<file path="config.mk">
export PLATFORM = sky130hd
export DESIGN_NAME = inst_fetch
export DESIGN_NICKNAME = d
export VERILOG_FILES = /design/src/rtl/inst_fetch.sv
export SDC_FILE = /design/constraint.sdc
export NUM_CORES = 1
export LEC_CHECK = 0
export ABC_CLOCK_PERIOD_IN_PS = 4400
export CORE_ASPECT_RATIO = 1.4
export CORE_MARGIN = 2
export CORE_UTILIZATION = 45
export DETAILED_ROUTE_END_ITERATION = 10
export PLACE_DENSITY = 0.77
export SLEW_MARGIN = 20
export SYNTH_ARGS = -nofsm -noshare
export SYNTH_HDL_FRONTEND = slang
export SYNTH_SLANG_ARGS = --single-unit
</file>
<file path="constraint.sdc">
create_clock -name clk -period 4.4 [get_ports clk]
set_input_delay 1.1 -clock clk [delete_from_list [all_inputs] [get_ports clk]]
set_output_delay 1.1 -clock clk [all_outputs]
set_load 0.02 [all_outputs]
</file>
<file path="src/rtl/inst_fetch.sv">
// Instruction fetch stage: walks a PC through the instruction ROM and buffers
// {pc, inst} pairs in a two-entry FIFO for decode, with branch redirect/flush.
module inst_fetch #(
  parameter logic [31:0] RESET_PC = 32'h0000_0000
) (
  input  logic        clk,
  input  logic        rst,
  output logic        rom_ce_o,
  output logic [31:0] rom_addr_o,
  input  logic [31:0] rom_inst_i,
  input  logic        branch_flag_i,
  input  logic [31:0] branch_target_i,
  input  logic        id_ready_i,
  output logic        id_valid_o,
  output logic [31:0] id_pc_o,
  output logic [31:0] id_inst_o
);

  localparam logic [0:0]  S_IDLE  = 1'b0;
  localparam logic [0:0]  S_RUN   = 1'b1;
  localparam logic [31:0] PC_INIT = {RESET_PC[31:2], 2'b00};

  logic [0:0]  state_q, state_d;
  logic [31:0] pc_q, pc_d;
  logic [1:0]  count_q, count_d;
  logic        wr_ptr_q, wr_ptr_d;
  logic        rd_ptr_q, rd_ptr_d;

  logic [31:0] fifo_pc_q   [2];
  logic [31:0] fifo_inst_q [2];

  logic        running;
  logic        redirect;
  logic        push;
  logic        pop;

  // The two low target bits are dropped: fetch addresses are always word aligned.
  logic        unused_target_bits;
  assign unused_target_bits = ^branch_target_i[1:0];

  assign running    = (state_q == S_RUN);
  assign redirect   = running && branch_flag_i;
  assign id_valid_o = (count_q != 2'd0);
  assign pop        = id_valid_o && id_ready_i;
  assign push       = running && !branch_flag_i && ((count_q != 2'd2) || pop);

  assign rom_ce_o   = push;
  assign rom_addr_o = pc_q;
  assign id_pc_o    = id_valid_o ? fifo_pc_q[rd_ptr_q]   : 32'h0;
  assign id_inst_o  = id_valid_o ? fifo_inst_q[rd_ptr_q] : 32'h0;

  always_comb begin
    state_d = state_q;
    case (state_q)
      S_IDLE:  state_d = S_RUN;
      S_RUN:   state_d = S_RUN;
      default: state_d = S_IDLE;
    endcase
  end

  always_comb begin
    pc_d     = pc_q;
    count_d  = count_q;
    wr_ptr_d = wr_ptr_q;
    rd_ptr_d = rd_ptr_q;
    if (redirect) begin
      // A redirect wins over a concurrent pop: everything buffered is stale.
      pc_d     = {branch_target_i[31:2], 2'b00};
      count_d  = 2'd0;
      wr_ptr_d = 1'b0;
      rd_ptr_d = 1'b0;
    end else begin
      if (push) begin
        pc_d     = pc_q + 32'd4;
        wr_ptr_d = ~wr_ptr_q;
      end
      if (pop) begin
        rd_ptr_d = ~rd_ptr_q;
      end
      case ({push, pop})
        2'b10:   count_d = count_q + 2'd1;
        2'b01:   count_d = count_q - 2'd1;
        default: count_d = count_q;
      endcase
    end
  end

  always_ff @(posedge clk or negedge rst) begin
    if (!rst) begin
      state_q  <= S_IDLE;
      pc_q     <= PC_INIT;
      count_q  <= 2'd0;
      wr_ptr_q <= 1'b0;
      rd_ptr_q <= 1'b0;
    end else begin
      state_q  <= state_d;
      pc_q     <= pc_d;
      count_q  <= count_d;
      wr_ptr_q <= wr_ptr_d;
      rd_ptr_q <= rd_ptr_d;
    end
  end

  // Payload storage needs no reset; visibility is governed by count_q.
  always_ff @(posedge clk) begin
    if (push) begin
      fifo_pc_q[wr_ptr_q]   <= pc_q;
      fifo_inst_q[wr_ptr_q] <= rom_inst_i;
    end
  end

endmodule
</file>
==> out/results.ini <==
[status]
status = finished clean

[sta]
max_slew.worst_pin.slew_ns = 0.891
post-route-min-period_ns = 4.02
drv_slew = 0
rsz_0062_raised_after_global_routing = no
timing.final.setup_violations = 0
achievable-frequency_mhz = 249
setup-tns-final_ns = 0
timing.final.hold_violations = 0
relative_slew_slack_pct = 40.6
final_min_period_over_clock_period_pct = 91.3
post_route_skew_ns = 0.00686

[cells_and_area]
fillerInstances = 1095
seqCellArea_sq_mm = 0.00460
area_growth_syn_to_layout_pct = 35.7
design.final.nets = 737
multiInputGateArea_sq_mm = 0.00201
final_cell_area_sq_mm = 0.00915
drive_above_1_share_pct = 8.82

[drt]
detail_route.first_pass.iterations = 4
routed_via_density = 5.31
post-route-drc-count = 0
detail_route.iter0.violations = 338
routed_len_inst_microns = 17.8
vias = 4619
ant_nets = 0
drt_wl_total_microns = 15500

[cts]
clk_latency_ns = 0.41
clock_tree.buffer_depth = 2
postCtsSetupRepairBufs = 0
path_clk_slew_ns = 0.06
cts-root-buf = clkbuf_16
cts_hold_buffers = 0
cts.sinks = 159
clock_tree.htree_level_count = 4
cts_buffers = 17
clock_tree_from_tritoncts = yes
post_cts.resized_instances = 0

[worst_setup_path]
worst_setup_path_start_kind = input pin
crit_path_frequent_cell = clkdlybuf4s50_1
cp-end-kind = output port
critical-path-max-stage-delay_ns = 0.59
crit_path_cell_trace = clkdlybuf4s50_1 -> or3b_2 -> or2b_2 -> clkinv_1 -> clkdlybuf4s50_1
critical_path_arrival_ns = 2.92
critPathRequiredTime_ns = 3.30
timing_worst_setup_path_type = input pin to output port
cell_with_the_largest_stage_delay_on_the_worst_path = clkdlybuf4s50_1
worstPathMaxFanout = 5
path_delay_family = buffers and inverters
critical_path.n_buffers_inverters = 3

[global_route]
number_of_antenna_violations_at_the_first_check_in_global_routing = 0
grt_overflow_total = 0
grt_util_all_layers_pct = 19.5
grt_start_max_net_pins = 54
grt_pass1_vias = 4464
grt_first_pass_wirelength_microns = 23400

[run]
max_cap_viol_count = 0

[placed_design]
port_buffers = 159
detailed_place.area_sq_mm = 0.00856
gp_congestion = 0.854
hpwl_microns = 10700

[synthesis]
synth_async_sr_flop_share_pct = 22.0
synth_top_area_share_pct = 55.3
yosys_register_bits = 159
synth.top_cells.by_area = edfxtp_1 (55%), dfrtp_1 (13%), mux2i_1 (9.4%)
synthDominantAreaCellType = edfxtp_1
ys.flop_type = edfxtp_1
yosys_warnings = 0
synthCells = 504
synth-edff-count = 124
synth_cell_types = 53
post_synth_instance_area_sq_mm = 0.00674
syn_avg_cell_area_sq_um = 13.4
synth.yosys.seq_area_share_pct = 68.3

[floorplan]
effective_utilization_at_floorplan_pct = 46.2
io-pin-count = 166
die_x_microns = 107
die_y_microns = 149
floorplan.die_area_sq_mm = 0.0160
floorplan_core_area_sq_mm = 0.0146
number_of_core_rows = 52

[power_and_ir_drop]
pwr_density_cell_mw_per_mm2 = 470
leakagePower_nw = 3.20
power.ir.vdd_worst_mv = 0.252

[worst_hold_path]
hold_crit_class = flop to flop

-- cell usage after synthesis (7+ instances only) --
master / instances
a311oi_1: 7
a21oi_1: 7
clkbuf_1: 20
nand3_1: 14
mux2i_1: 63
xor2_1: 9
o21ai_0: 12
dfrtp_1: 35
edfxtp_1: 124
nand2_1: 30
nor3_1: 14
nor2_1: 86
-- flip-flops by register name (all words and copies together), names as in the netlist --
signal and flops:
fifo_pc_q 60, fifo_inst_q 64, count_q 2, wr_ptr_q 1, rom_addr_o 30, rd_ptr_q 1
running 1
-- metrics by stage --
| step | power, mW | util [%] | setup slack, ns | hold WS [ns] | std cells |
|---|---|---|---|---|---|
| 3_3_place_gp | 2.88 | 58.7 | 0.388 | 0.543 | 838 |
| 3_5_place_dp | 2.91 | 58.7 | 0.398 | 0.549 | 838 |
| 6_report | 4.30 | 62.7 | 0.381 | 0.560 | 870 |
| 2_1_floorplan | 2.45 | - | 0.599 | 0.484 | 507 |
| 4_1_cts | 4.33 | 62.7 | 0.383 | 0.562 | 869 |
| 5_1_grt | 4.47 | 62.7 | 0.304 | 0.580 | 869 |
-- cells in the final DEF (no fill, tap or decap), drive strengths merged, types with 12 or more instances in the layout --
cell type / instances
clkbuf: 17
mux2i: 63
buf: 12
dfrtp: 35
nand3: 15
o21ai: 13
clkdlybuf4s50: 158
nor3: 14
edfxtp: 124
nor2: 86
nand2: 30
-- final timing paths --
path	from	end	slack, ns	cells past startpoint
max in group asynchronous	rst	rd_ptr_q$_DFFE_PN0P_	3.02	1
worst max register to register	count_q[1]$_DFFE_PN0P_	fifo_pc_q[1][28]$_DFFE_PP_	1.82	6
min in group asynchronous	rst	rom_addr_o[13]$_DFFE_PN0P_	0.77	1
worst min-delay path	wr_ptr_q$_DFFE_PN0P_	wr_ptr_q$_DFFE_PN0P_	0.56	1
worst max-delay path	id_ready_i	rom_ce_o	0.38	5
worst min register to register	wr_ptr_q$_DFFE_PN0P_	wr_ptr_q$_DFFE_PN0P_	0.56	1
-- metal layers --
layer / global-route usage (%) / wire length, microns / up-vias
li1: - / - / 2196
met1: 22.6 / 5960 / 2236
met2: 35.2 / 8340 / 168
met3: 5.02 / 946 / 19
met4: 5.83 / 215 / 0
met5: 0 / 0 / -
-- cell type report --
class                           instances  share of cell area [%]
Antenna cell                            1                  0.0274
Clock buffer                           17                    4.65
Clock inverter                         14                    1.72
Inverter                                4                   0.164
Multi-Input combinational cell        316                    22.0
Sequential cell                       159                    50.3
Tap cell                              189                    2.59
Timing Repair Buffer                  170                    18.5
-- report_power, final --
part           internal, mW  leakage, nW  switching [mW]
registers              1.76         1.54           0.192
logic                 0.470         1.38           0.453
clock network         0.844        0.276           0.589
-- cell families (layout without fill, tap and decap cells) --
kind of cell	count (synthesis)	in the layout	share of synthesized area (%)
AOI/OAI and AO/OA	55	55	5.81
DFF	159	159	68.3
other	2	6	0.111
buffers and inverters	32	205	2.30
xor gates and xnor gates	12	12	1.56
and+or+nand+nor	180	180	12.4
muxes	63	63	9.36
adders and majority gates	1	1	0.186
No activity file was read; power rests on OpenSTA's default activity.
